[config.mk]
export PLATFORM = sky130hd
export DESIGN_NAME = fp_norm_seq
export DESIGN_NICKNAME = d
export VERILOG_FILES = /design/src/rtl/fp_norm_seq.sv
export SDC_FILE = /design/constraint.sdc
export NUM_CORES = 1
export LEC_CHECK = 0
export ABC_AREA = 0
export BUFFER_PORTS_ARGS = -buffer_cell sky130_fd_sc_hd__buf_2
export CAP_MARGIN = 5
export CORE_MARGIN = 3
export CORE_UTILIZATION = 29
export CTS_BUF_LIST = sky130_fd_sc_hd__clkbuf_4 sky130_fd_sc_hd__clkbuf_8 sky130_fd_sc_hd__clkbuf_16
export DETAILED_ROUTE_END_ITERATION = 7
export PLACE_DENSITY_LB_ADDON = 0.3
export SLEW_MARGIN = 10
export SYNTH_ARGS = -nofsm -noshare
export SYNTH_HDL_FRONTEND = slang
export SYNTH_SLANG_ARGS = --single-unit
[constraint.sdc]
create_clock -name i_clk -period 5.4 [get_ports i_clk]
set_input_delay 0 -clock i_clk [delete_from_list [all_inputs] [get_ports i_clk]]
set_output_delay 0 -clock i_clk [all_outputs]
set_load 0.03 [all_outputs]
[src/rtl/fp_norm_seq.sv]
// rtl/fp_norm_seq.sv - sequential byte-serial left normalizer for unnormalized mantissas
//
// Accepts an unnormalized mantissa/exponent pair and scans it one byte per cycle
// from the MSB with a single 8-bit leading-zero counter. It then left-shifts the
// mantissa so its MSB is 1 and lowers the exponent by the shift amount. The
// exponent saturates at 0 and raises o_uflow when it would go negative.
//
// Ports:
//   i_clk, i_rst_n       clock, asynchronous active-low reset
//   i_valid / o_ready    operand handshake (o_ready only in IDLE)
//   i_mant, i_exp        unnormalized mantissa and its biased exponent
//   o_valid / i_ready    result handshake (o_valid only in DONE)
//   o_mant, o_exp        normalized mantissa and adjusted exponent
//   o_lzc                total leading zeros (0..W)
//   o_zero, o_uflow      all-zero input flag, exponent underflow flag
module fp_norm_seq #(
    parameter int W     = 48,
    parameter int EXP_W = 10,
    parameter int LZ_W  = 7
) (
    input  logic             i_clk,
    input  logic             i_rst_n,
    input  logic             i_valid,
    output logic             o_ready,
    input  logic [W-1:0]     i_mant,
    input  logic [EXP_W-1:0] i_exp,
    output logic             o_valid,
    input  logic             i_ready,
    output logic [W-1:0]     o_mant,
    output logic [EXP_W-1:0] o_exp,
    output logic [LZ_W-1:0]  o_lzc,
    output logic             o_zero,
    output logic             o_uflow
);

    typedef enum logic [1:0] {S_IDLE, S_SCAN, S_SHIFT, S_DONE} state_t;

    localparam int NB = W / 8;
    localparam logic [2:0] K_LAST = 3'(NB - 1);
    // Common width for comparing the shift amount against the exponent.
    localparam int CMP_W = (EXP_W > LZ_W) ? EXP_W : LZ_W;

    state_t             r_state, w_next;
    logic [2:0]         r_k;
    logic [W-1:0]       r_mant;
    logic [EXP_W-1:0]   r_exp;
    logic [LZ_W-1:0]    r_lz;
    logic [W-1:0]       r_o_mant;
    logic [EXP_W-1:0]   r_o_exp;
    logic [LZ_W-1:0]    r_o_lzc;
    logic               r_o_zero;
    logic               r_o_uflow;

    logic [7:0]         w_byte;
    logic [3:0]         w_blz;
    logic [LZ_W-1:0]    w_lz;
    logic [CMP_W-1:0]   w_lz_ext;
    logic [CMP_W-1:0]   w_exp_ext;

    // Byte k counted from the MSB end of the latched mantissa.
    always_comb begin
        w_byte = 8'h00;
        for (int b = 0; b < NB; b++) begin
            if (r_k == 3'(b)) begin
                w_byte = r_mant[W-8-8*b +: 8];
            end
        end
    end

    // 8-bit leading-zero count; the highest set bit is visited last and wins.
    always_comb begin
        w_blz = 4'd8;
        for (int i = 0; i < 8; i++) begin
            if (w_byte[i]) begin
                w_blz = 4'(7 - i);
            end
        end
    end

    assign w_lz      = LZ_W'({r_k, 3'b000}) + LZ_W'(w_blz);
    assign w_lz_ext  = CMP_W'(r_lz);
    assign w_exp_ext = CMP_W'(r_exp);

    always_ff @(posedge i_clk or negedge i_rst_n) begin
        if (!i_rst_n) begin
            r_state <= S_IDLE;
        end else begin
            r_state <= w_next;
        end
    end

    always_comb begin
        w_next  = r_state;
        o_ready = 1'b0;
        o_valid = 1'b0;
        case (r_state)
            S_IDLE: begin
                o_ready = 1'b1;
                if (i_valid) w_next = S_SCAN;
            end
            S_SCAN: begin
                if (w_byte != 8'h00)  w_next = S_SHIFT;
                else if (r_k == K_LAST) w_next = S_DONE;
            end
            S_SHIFT: w_next = S_DONE;
            S_DONE: begin
                o_valid = 1'b1;
                if (i_ready) w_next = S_IDLE;
            end
            default: w_next = S_IDLE;
        endcase
    end

    always_ff @(posedge i_clk or negedge i_rst_n) begin
        if (!i_rst_n) begin
            r_k       <= '0;
            r_mant    <= '0;
            r_exp     <= '0;
            r_lz      <= '0;
            r_o_mant  <= '0;
            r_o_exp   <= '0;
            r_o_lzc   <= '0;
            r_o_zero  <= 1'b0;
            r_o_uflow <= 1'b0;
        end else begin
            case (r_state)
                S_IDLE: begin
                    if (i_valid) begin
                        r_mant <= i_mant;
                        r_exp  <= i_exp;
                        r_k    <= '0;
                    end
                end
                S_SCAN: begin
                    if (w_byte != 8'h00) begin
                        r_lz <= w_lz;
                    end else if (r_k != K_LAST) begin
                        r_k <= r_k + 3'd1;
                    end else begin
                        r_o_mant  <= '0;
                        r_o_exp   <= '0;
                        r_o_lzc   <= LZ_W'(W);
                        r_o_zero  <= 1'b1;
                        r_o_uflow <= 1'b0;
                    end
                end
                S_SHIFT: begin
                    r_o_mant <= r_mant << r_lz;
                    r_o_lzc  <= r_lz;
                    r_o_zero <= 1'b0;
                    if (w_lz_ext > w_exp_ext) begin
                        r_o_exp   <= '0;
                        r_o_uflow <= 1'b1;
                    end else begin
                        r_o_exp   <= EXP_W'(w_exp_ext - w_lz_ext);
                        r_o_uflow <= 1'b0;
                    end
                end
                default: ;
            endcase
        end
    end

    assign o_mant  = r_o_mant;
    assign o_exp   = r_o_exp;
    assign o_lzc   = r_o_lzc;
    assign o_zero  = r_o_zero;
    assign o_uflow = r_o_uflow;

endmodule

==> run_results.csv <==
group,metric,value,unit
cts,cts_made_buffers,17,
sta,tightest_slew,1.18,ns
sta,hold_viol,0,
synthesis,yosysSeqAreaShare,38.7,%
sta,maxSlewViolCount,0,
worst_setup_path,endpoint_kind,"flip-flop",
place,routabilityCongestion,0.910,
worst_setup_path,r2r-end,"o_mant[5]$_DFFE_PN0P_",
sta,rsz0062_at_grt,"no",
power,vdd_drop_max,0.275,mV
sta,setup-tns-final,0,ns
cts,ctsRootBufferMaster,"clkbuf_16",
global_route,grt.met1_usage,25.5,%
drt,drc_errors,0,
cells_and_area,num_antenna_cells,0,
global_route,grt.total_usage,17.2,%
cts,cts_tree,"yes",
cts,clockBufferDepth,2,
synthesis,synth_edf_count,0,
sta,hold_slack,0.142,ns
worst_setup_path,start_kind,"flip-flop",
outcome,outcome,"complete, no violations",
synthesis,ys.warnings.count,0,
drt,wl_per_cell,19.5,um
sta,skew,0.0142,ns
global_route,grt_pass1_vias,7494,
drt,first_pass_iters,5,
drt,wl,28600,um
power,leakage,0.00490,uW
sta,fin_crit,4.21,ns
worst_setup_path,crit_required,5.76,ns
worst_setup_path,endpoint,"o_mant[5]$_DFFE_PN0P_",
synthesis,netlist_instances,913,
cts,htreeDepth,4,
worst_setup_path,rr_startpoint,"r_k[1]$_DFFE_PN0P_",
place,dp_hpwl,20800,um
cts,clock_latency,0.43,ns
worst_hold_path,hold_class,"in2reg",
cells_and_area,fin_util,36.8,%
drt,routed_via_density,5.30,
synthesis,syn_area,8870,um^2
cells_and_area,final_net_count,1149,
worst_setup_path,cp.arrival,4.57,ns
global_route,busiest_layer,"met2",
cells_and_area,n_fill_cell,3006,
cts,clock_sinks,137,
floorplan,die_y,181,um
place,io_buffers,130,
global_route,antenna_found_initial,0,
drt,vias,7790,
cts,cts_post_setup_buffers_inserted,0,
sta,setup_violations,0,
sta,maxSlewHeadroom,20.8,%
synthesis,async_flop_share,100,%
sta,fmax,0.238,GHz
drt,antenna_left,0,
cells_and_area,drive_above_1_share,28.5,%
floorplan,ios,131,
worst_setup_path,r2r_cells,10,
global_route,grt_use_met2,25.8,%
cells_and_area,multi_input_area,5080,um^2
power,power.total,7900,uW
synthesis,ys_ff_latch,137,
synthesis,synthesis.nets,994,
floorplan,start_util,29.7,%
floorplan,die_area,32700,um^2
floorplan,dieWidth,181,um
power,power.density,719,nW/um^2
floorplan,row_count,63,
global_route,overflow,0,
run,drv_cap,0,
worst_setup_path,worst-path-max-fanout,29,
cells_and_area,area_growth,24.1,%
worst_setup_path,startpoint,"r_k[1]$_DFFE_PN0P_",
drt,dr.first_iter.drc_count,897,
synthesis,yosys.cell_types.count,59,
synthesis,ys.flop_type,"dfrtp_1",
cts,clk_pin_slew,0.06,ns
global_route,grt_max_degree,96,
worst_setup_path,critPathKind,"reg2reg",
global_route,use_met3,3.68,%
sta,fin_crit_sh,78.0,%
worst_setup_path,r2r_setup_slack,1.19,ns
floorplan,core,29900,um^2
cells_and_area,seqCellArea,3430,um^2
global_route,grt_pass1_wl,44600,um
synthesis,syn_area_per_cell,9.71,um^2
## worst max-delay path: stages (launching register included)
cell and delay (ns):
dfrtp_1 0.44, inv_1 0.11, ha_1 0.76, nand2b_1 0.33, o21ai_0 0.14, a211o_1 0.29, or4_1 0.73, o32ai_4 0.83
buf_4 0.27, nand4_1 0.11, nand2_1 0.12
## registers in the layout, indices dropped and copies added, names as in the netlist
register  count
o_mant       48
r_mant       48
o_exp        10
r_exp        10
o_lzc         7
r_lz          7
r_k           3
r_state       2
o_uflow       1
o_zero        1
## Yosys cell counts, drive strengths merged (2+ instances only)
library cell / n / area (um^2)
a211o: 4 / 35.0
a211oi: 22 / 165
a21o: 2 / 15.0
a21oi: 21 / 105
a221oi: 10 / 87.6
a22o: 4 / 35.0
a22oi: 2 / 15.0
a2bb2oi: 2 / 17.5
a31oi: 6 / 37.5
and2: 2 / 12.5
buf: 36 / 181
clkbuf: 31 / 116
clkinv: 2 / 7.51
dfrtp: 137 / 3430
ha: 18 / 225
inv: 18 / 67.6
mux2: 98 / 1100
mux2i: 52 / 521
mux4: 15 / 338
nand2: 147 / 552
nand2b: 11 / 68.8
nand3: 35 / 175
nand3b: 8 / 60.1
nand4: 2 / 12.5
nor2: 35 / 131
nor2b: 12 / 75.1
nor3: 12 / 60.1
o211ai: 6 / 45.0
o21a: 2 / 15.0
o21ai: 59 / 303
o221ai: 11 / 96.3
o22a: 4 / 35.0
o22ai: 30 / 188
o31ai: 23 / 173
o41ai: 7 / 106
or2: 4 / 25.0
or3: 3 / 18.8
xnor2: 4 / 35.0
xor2: 2 / 17.5
## metrics by stage
| step | cells | area (um^2) | setup slack [ns] |
|---|---|---|---|
| 6_report | 1471 | 11000 | 1.19 |
| 5_1_grt | 1471 | 11000 | 0.969 |
| 4_1_cts | 1471 | 11000 | 1.23 |
| 3_5_place_dp | 1380 | 9830 | 1.28 |
| 3_3_place_gp | 1380 | 9830 | 1.39 |
| 2_1_floorplan | 913 | 8870 | 1.93 |
## logic make-up after synthesis
group                    count (synthesis)  share of synthesized area, %
AND/OR/NAND/NOR                        273                          13.6
AO/OA/AOI/OAI                          226                          18.0
multiplexers                           165                          22.1
flip-flops                             137                          38.7
buffers and inverters                   87                          4.21
adder cells (fa/ha/maj)                 19                          2.77
XOR/XNOR                                 6                         0.593
## layout make-up
cell class              count  share of cell area [%]
multi-input cells         689                    46.2
flip-flops and latches    137                    31.2
repair buffers            203                    12.3
well taps                 390                    4.44
clock buffers              22                    4.38
clock inverters            10                   0.853
inverters                  20                   0.682
## placed cells by master (no fill, tap or decap), types with 14 or more instances in the layout
cell type	count
clkbuf_16	17
o21ai_0	57
mux4_2	15
inv_1	17
nor2_1	35
nand3_1	35
ha_1	18
a21oi_1	21
buf_2	129
mux2i_1	52
o22ai_1	30
dlygate4sd3_1	59
mux2_2	98
a211oi_1	22
dfrtp_1	135
nand2_1	146
buf_4	14
o31ai_1	23
## per-layer routing
| layer | up-vias | part of all wire [%] |
|---|---|---|
| met1 | 3811 | 49 |
| li1 | 3698 | - |
| met2 | 259 | 44 |
| met4 | 0 | 1.2 |
| met3 | 22 | 6.0 |
| met5 | - | 0 |
## worst min-delay path by stage
stage	from	to	slack (ns)	depth (start not counted)
2_1_floorplan	i_rst_n	o_exp[0]$_DFFE_PN0P_	-0.30	0
3_3_place_gp	i_rst_n	o_exp[7]$_DFFE_PN0P_	0.11	1
3_5_place_dp	i_rst_n	o_mant[2]$_DFFE_PN0P_	0.12	1
4_1_cts	i_ready	r_state[0]$_DFFE_PN0P_	0.13	5
5_1_grt	i_ready	r_state[0]$_DFFE_PN0P_	0.16	5
6_report	i_ready	r_state[0]$_DFFE_PN0P_	0.14	5
## power breakdown
part	internal [uW]	switching, uW	leakage [uW]
sequential	1460	557	0.00175
combinational	1840	2900	0.00288
clock	681	470	0.000279
## repair_timing
action                    4_1_cts  5_1_grt
gates resized for setup         0        0
hold endpoints to repair      138        0
hold buffers                   59        0
(Power assumes the default switching activity.)
